### config.mk
export PLATFORM = sky130hd
export DESIGN_NAME = clo_clz_seq
export DESIGN_NICKNAME = d
export VERILOG_FILES = /design/src/rtl/clo_clz_seq_pkg.sv /design/src/rtl/clo_clz_seq_lead_ones_slice.sv /design/src/rtl/clo_clz_seq.sv
export SDC_FILE = /design/constraint.sdc
export NUM_CORES = 1
export LEC_CHECK = 0
export CORE_MARGIN = 10
export CORE_UTILIZATION = 49
export DETAILED_ROUTE_END_ITERATION = 12
export MAX_ROUTING_LAYER = met4
export PLACE_DENSITY = 0.8
export SLEW_MARGIN = 20
export SYNTH_ARGS = -nofsm -noshare
export SYNTH_HDL_FRONTEND = slang
export SYNTH_HIERARCHICAL = 1
export SYNTH_SLANG_ARGS = --single-unit
### constraint.sdc
create_clock -name clk -period 3.8 [get_ports clk]
set_input_delay 0.76 -clock clk [delete_from_list [all_inputs] [get_ports clk]]
set_output_delay 0.76 -clock clk [all_outputs]
set_load 0.05 [all_outputs]
### src/rtl/clo_clz_seq_pkg.sv
// Shared types and defaults for the sequential CLO/CLZ unit.
package clo_clz_seq_pkg;

    typedef logic [31:0] word_t;

    typedef enum logic [1:0] {
        IDLE = 2'd0,
        RUN  = 2'd1,
        DONE = 2'd2
    } clo_state_t;

    localparam int CLO_CHUNK_W = 8;

endpackage

### src/rtl/clo_clz_seq_lead_ones_slice.sv
// Combinational count of consecutive ones from the MSB of a W-bit slice.
module lead_ones_slice #(
    parameter int W = 8
) (
    input  logic [W-1:0]         chunk,
    output logic [$clog2(W):0]   n
);

    localparam int NW = $clog2(W) + 1;

    // The highest zero bit wins, since later loop iterations overwrite earlier ones.
    always_comb begin
        n = NW'(W);
        for (int i = 0; i < W; i++) begin
            if (!chunk[i])
                n = NW'(W - 1 - i);
        end
    end

endmodule

### src/rtl/clo_clz_seq.sv
// Multi-cycle CLO/CLZ: scans the operand MSB-first, one chunk per cycle, with early exit.
module clo_clz_seq
    import clo_clz_seq_pkg::*;
#(
    parameter int CHUNK_W = CLO_CHUNK_W
) (
    input  logic  clk,
    input  logic  reset,
    input  logic  start,
    input  logic  is_clz,
    input  word_t in,
    input  logic  flush,
    input  logic  ack,
    output logic  busy,
    output logic  done,
    output word_t out
);

    localparam int NCHUNK = 32 / CHUNK_W;
    localparam int IW     = (NCHUNK > 1) ? $clog2(NCHUNK) : 1;
    localparam int NW     = $clog2(CHUNK_W) + 1;

    clo_state_t          state;
    word_t               operand_q;
    logic [5:0]          count;
    logic [IW-1:0]       idx;

    logic [4:0]          shamt;
    word_t               shifted;
    logic [CHUNK_W-1:0]  chunk;
    logic [NW-1:0]       n;
    logic [5:0]          sum;
    logic                last;
    logic                accept;

    // Shift the current chunk up to the MSB so the select itself is constant.
    always_comb begin
        shamt   = 5'(int'(idx) * CHUNK_W);
        shifted = operand_q << shamt;
        chunk   = shifted[31 -: CHUNK_W];
    end

    lead_ones_slice #(.W(CHUNK_W)) u_slice (
        .chunk (chunk),
        .n     (n)
    );

    assign sum    = count + 6'(n);
    assign last   = (idx == IW'(NCHUNK - 1));
    assign accept = start & ~flush & ((state == IDLE) | ((state == DONE) & ack));

    always_ff @(posedge clk) begin
        if (reset) begin
            state     <= IDLE;
            busy      <= 1'b0;
            done      <= 1'b0;
            out       <= '0;
            count     <= '0;
            idx       <= '0;
            operand_q <= '0;
        end else if (flush) begin
            state <= IDLE;
            busy  <= 1'b0;
            done  <= 1'b0;
        end else begin
            unique case (state)
                IDLE, DONE: begin
                    if (accept) begin
                        // CLZ is CLO of the inverted operand.
                        operand_q <= is_clz ? ~in : in;
                        count     <= '0;
                        idx       <= '0;
                        state     <= RUN;
                        busy      <= 1'b1;
                        done      <= 1'b0;
                    end else if ((state == DONE) && ack) begin
                        state <= IDLE;
                        busy  <= 1'b0;
                        done  <= 1'b0;
                    end
                end
                RUN: begin
                    count <= sum;
                    if ((n != NW'(CHUNK_W)) || last) begin
                        out   <= 32'(sum);
                        state <= DONE;
                        done  <= 1'b1;
                    end else begin
                        idx <= idx + 1'b1;
                    end
                end
                default: begin
                    state <= IDLE;
                    busy  <= 1'b0;
                    done  <= 1'b0;
                end
            endcase
        end
    end

endmodule
* Word-level counts from Yosys, hierarchy flattened
Index checks and enable logic that the tools add are counted.
Operators by class: add/sub/neg operators 2, equal/unequal tests 8, shift operators 1, multiplexer cells 24, bitwise operators 7, reductions and logical operators 12
Operators with widths (number):
- 32-bit 2-to-1 mux | 1
- 4-bit 2-to-1 mux | 8
- 32-bit NOT | 1
- 32-bit by 5-bit left shift with 32-bit output | 1
- 6-bit case mux with 2 select lines | 1
- 2-bit 2-to-1 mux | 5
- 3-bit AND reduction | 3
- 2-bit case mux with 2 select lines | 2
- 6-bit by 4-bit adder with 6-bit output | 1
- 6-bit 2-to-1 mux | 1
- 2-bit != test (second input constant) | 3
- 2-bit == test (second input constant) | 2
- 1-bit 2-to-1 mux | 4
- 4-bit != test (second input constant) | 1
- 1-bit case mux with 2 select lines | 2
- 2-bit AND reduction | 2
- 4-bit AND reduction | 1
- 2-bit OR reduction | 2
- 1-bit bitwise AND | 3
- 3-bit != test (second input constant) | 1
- 2-bit by 1-bit adder with 2-bit output (second input constant) | 1
- 2-bit by 1-bit == test with 1-bit output (second input constant) | 1
- 2-bit logical NOT | 1
- 1-bit NOT | 2
- 4 further kinds | 4
Word-level totals: register bits after elaboration 50, input bits 38, output and inout bits 34, word-level logic and storage cells 61

* Longest topological paths before layout
word-level depth 13, gate-level depth with buffers 11

* Cells and area by module
Netlist, hierarchy kept.
By module, submodules not included:
- clo_clz_seq | times used 1, cells each 277, area an instance 2718.9 sq um, seq. area each 980.9 sq um
- lead_ones_slice | times used 1, cells each 13, area an instance 75.1 sq um, seq. area each 0.0 sq um

* Worst setup path before layout
Ideal clock, no wire load.
kind register to register, from reg idx[1], to reg count[4], setup time 0.133 ns, arrival 2.739 ns, data required time 3.667 ns, setup slack 0.928 ns, cell stages (with the launch flop) 12, clock period less this slack 2.872 ns, cells stage by stage dfxtp_1 buf_2 mux4_2 nand2b_1 a21boi_1 a41o_1 ha_1 fa_1 a21o_1 a21oi_1 xor2_1 o32ai_1
On the way: elaborated cells on any way between the ends 11, those cells by class add/sub: 1; shift: 1; mux: 9
RTL lines:
- from (decl) | line clo_clz_seq.sv:26 | logic [IW-1:0] idx;
- from (signal assigned) | line clo_clz_seq.sv:89 | idx <= idx + 1'b1;
- 32-bit by 5-bit left shift with 32-bit output | line clo_clz_seq.sv:39 | shifted = operand_q << shamt;
- via shifted[29] | line clo_clz_seq.sv:29 | word_t shifted;
- 4-bit 2-to-1 mux (3 in series) | line clo_clz_seq_lead_ones_slice.sv:15 | if (!chunk[i])
- via n[0] | line clo_clz_seq.sv:31 | logic [NW-1:0] n;
- 6-bit by 4-bit adder with 6-bit output | line clo_clz_seq.sv:48 | assign sum = count + 6'(n);
- 6-bit case mux with 2 select lines | line clo_clz_seq.sv:66 | unique case (state)
- to (signal assigned) | line clo_clz_seq.sv:83 | count <= sum;
- to (decl) | line clo_clz_seq.sv:25 | logic [5:0] count;
The timed path passes the listed nets, and every way through them passes these cells. A chain may end at the register's enable or synchronous reset.

* Worst setup path in the final report
Same ends and word-level chain as after synthesis.

==> results by group <==
Power
  – Power Dens Cells: between 300 and 400 nW/µm²
  – Leak: 1.139 nW
  – Maximum vdd drop: 0.1923 mV

Finish
  – Most frequent cells in the layout: dfxtp_1, clkdlybuf4s50_1, nor2_1, xnor2_1, a211oi_1
  – Layout Cells excl Fill: 394
  – Final #Nets: roughly 370
  – Most common cell after layout, fill and taps aside: dfxtp_1
  – Area added between synthesis and finish: 16.03%
  – # diodes: 0
  – Layout cells sized above 1: around 9.0%

Routing
  – Vias/cell: approximately 5.3
  – Drt wl/cell: roughly 15 µm
  – Vias: between 2,000 and 2,500
  – Post-DRT Antenna Nets: 0
  – DRT Pass-1 Iters: 4
  – DRC: 0
  – Routed WL: between 5 and 6 mm
  – Initial DRC count: a little under 100

Timing
  – Clk_skew: 0.007705 ns
  – Slew margin rel.: about a third
  – Final setup fails: 0
  – Fin crit share: 85.66%
  – RSZ-0062 raised after global routing: no
  – Final min period: around 3.3 ns
  – Max Clock Freq: about 310 MHz
  – Slew at the pin with the worst max-slew slack: approximately 0.98 ns
  – Max Slew Vio Count: 0
  – Setup TNS: 0 ns
  – Fin. Hold Viols: 0

Clock tree
  – H-tree levels: 2
  – Sink Count: 49
  – Clk_lat worst skew: 0.31 ns
  – Reg clk slew, reported paths: around 0.090 ns
  – Max Root-Sink Buffers: 2
  – Setup Buffers After CTS: 0
  – Cts hold-fix bufs: 0
  – Num CTS Buffers: 5
  – Root Driver: clkbuf_8
  – Cts repair resizes: 0
  – CTS tree: done

Setup path
  – CP endpoint kind: register
  – Critical setup path kind: reg -> reg
  – Reg-to-Reg Start: idx[1]$_SDFFE_PP0P_
  – Kind of start point of the critical path: register
  – Worst R2R Setup Slack: 0.54 ns
  – FF-to-FF End: count[4]$_SDFFE_PP0P_
  – Crit path DAT: 3.41 ns
  – Req. time, crit path: 3.96 ns
  – Max FO, Critical Path: 10
  – FF-to-FF path depth: 10

Logic synthesis
  – Post-Synthesis Cell Area: 2794 µm²
  – Main flop type after synthesis: dfxtp_1
  – Top post-synthesis cells by area: dfxtp_1, xnor2_1, a211oi_1
  – Asr flop ratio synth: 0%
  – Avg Cell Area, Syn: ~9.6 µm²
  – Post-synth top area share: roughly a third
  – Post-synth top area cell: dfxtp_1
  – Synth Warn #: 6
  – Syn Inst Count: just under 300
  – Sequential-to-total area share from yosys stat: a little over a third
  – Synthesized flop and latch total: roughly 50
  – Post-synth cell types: between 40 and 50
  – Post-synth EDFFs: 0

Floorplanning
  – Die width: around 96 µm
  – Starting Density: 50.74%
  – Core Region: 5507 µm²
  – Die area: a little over 9000 µm²
  – Row count: 27
  – Die Ht: around 96 µm
  – I/O pins: between 70 and 80

Global routing
  – Total track usage: between 10% and 20%
  – First-pass GRT wire length: 9.149 mm
  – Met3 usage: roughly 2.9%
  – GRT overflow: 0
  – Pin count of the biggest net entering global routing: 70
  – M1 GR Usage: 16.74%
  – Vias in the first global route: ~2,000
  – GR Util met2: a little under 20%
  – Antenna violations before repair: 0
  – Busiest grt layer: met2

Hold path
  – Min-Delay Endpoint: out[0]$_SDFFE_PP0P_
  – Worst Hold Launch: out[0]$_SDFFE_PP0P_
  – Hold path cells: 2
  – Hold WC Path Type: reg -> reg

Place
  – I/O Buffers: 45
  – Dpl cells: slightly below 400
  – DP HPWL: between 4 and 5 mm
  – Final GP Congestion: around 0.80

Run status
  – Status: complete, no violations

Flow run
  – Max_cap viols: 0
[worst max path at each step]
stage	start	endpoint	slack, ns	depth (start not counted)
after floorplan	idx[1]$_SDFFE_PP0P_	count[4]$_SDFFE_PP0P_	0.93	11
after global placement	idx[1]$_SDFFE_PP0P_	count[4]$_SDFFE_PP0P_	0.72	10
after detailed placement	idx[1]$_SDFFE_PP0P_	count[4]$_SDFFE_PP0P_	0.56	10
after CTS	idx[1]$_SDFFE_PP0P_	count[4]$_SDFFE_PP0P_	0.54	10
after global routing	idx[1]$_SDFFE_PP0P_	count[4]$_SDFFE_PP0P_	0.33	10
final	idx[1]$_SDFFE_PP0P_	count[4]$_SDFFE_PP0P_	0.54	10
[logic make-up (layout without fill, tap and decap cells)]
group | after synthesis | in the layout | synth area share, %
AO/OA/AOI/OAI | 62 | 62 | 17.42
buffers and inverters | 52 | 59 | 12.05
AND/OR/NAND/NOR | 72 | 72 | 13.17
other | 1 | 26 | 0.1342
flip-flops | 49 | 49 | 35.11
XOR/XNOR | 36 | 36 | 11.29
multiplexers | 12 | 12 | 7.882
adder cells (fa/ha/maj) | 6 | 6 | 2.956
[registers in the layout, summed over array words and instances (netlist names)]
| name | count |
|---|---|
| operand_q | 32 |
| count | 6 |
| out | 6 |
| state | 1 |
| idx | 2 |
| done | 1 |
| busy | 1 |
[final cells by class]
type,count,area (µm²)
Inverter,5,18.77
Timing Repair Buffer,46,460.4
Clock buffer,6,82.58
Tap cell,72,90.09
Sequential cell,49,980.9
Multi-Input combinational cell,214,1572
Fill cell,485,2265
Clock inverter,2,37.54
[power by group]
group | switching (mW) | leakage, nW | internal (mW)
clock | 0.175 | 0.0574 | 0.214
sequential | 0.0168 | 0.401 | 0.539
combinational | 0.136 | 0.680 | 0.0913
[synthesized netlist by cell type, types with 2 or more instances]
master	count
nor2b_1	3
buf_4	27
nand3b_1	2
and2b_1	3
nor3_1	2
inv_1	5
nor2_1	42
buf_6	4
ha_1	5
buf_2	8
a2bb2oi_1	2
mux4_2	8
a31oi_1	2
or3b_1	2
mux2i_1	4
o41ai_2	2
nand4_1	2
dfxtp_1	49
a21oi_1	5
nand2b_1	2
nand2_1	5
clkbuf_1	8
o32ai_1	2
xnor2_1	35
a211oi_1	34
nand3_1	4
o21ai_0	3
a211oi_2	2
[critical path, stage by stage, from the launching register on]
cell,delay [ns]
dfxtp_1,0.66
mux4_2,0.62
nand2b_1,0.12
a21boi_1,0.09
a41o_1,0.26
ha_1,0.22
fa_1,0.41
a21o_1,0.19
a21oi_1,0.18
xor2_1,0.25
o32ai_1,0.11
[metal layers]
metal	share of wire, %	wire (µm)
met1	46	2675
met2	45	2615
met3	7.4	427
met4	1.5	85
met5	0	0
[per-stage QoR]
step	power (mW)	worst slack, ns	instance area [µm²]	hold WS (ns)	utilization, %
after global placement	0.7903	0.7161	3122	0.4717	56.69
after CTS	1.177	0.5384	3242	0.5071	58.87
after floorplan	0.7538	0.9280	2888	0.4708	-
after global routing	1.223	0.3287	3242	0.5320	58.87
after detailed placement	0.7953	0.5648	3122	0.4833	56.69
final	1.173	0.5448	3242	0.5011	58.87
Power figures use the tool's default switching activity.
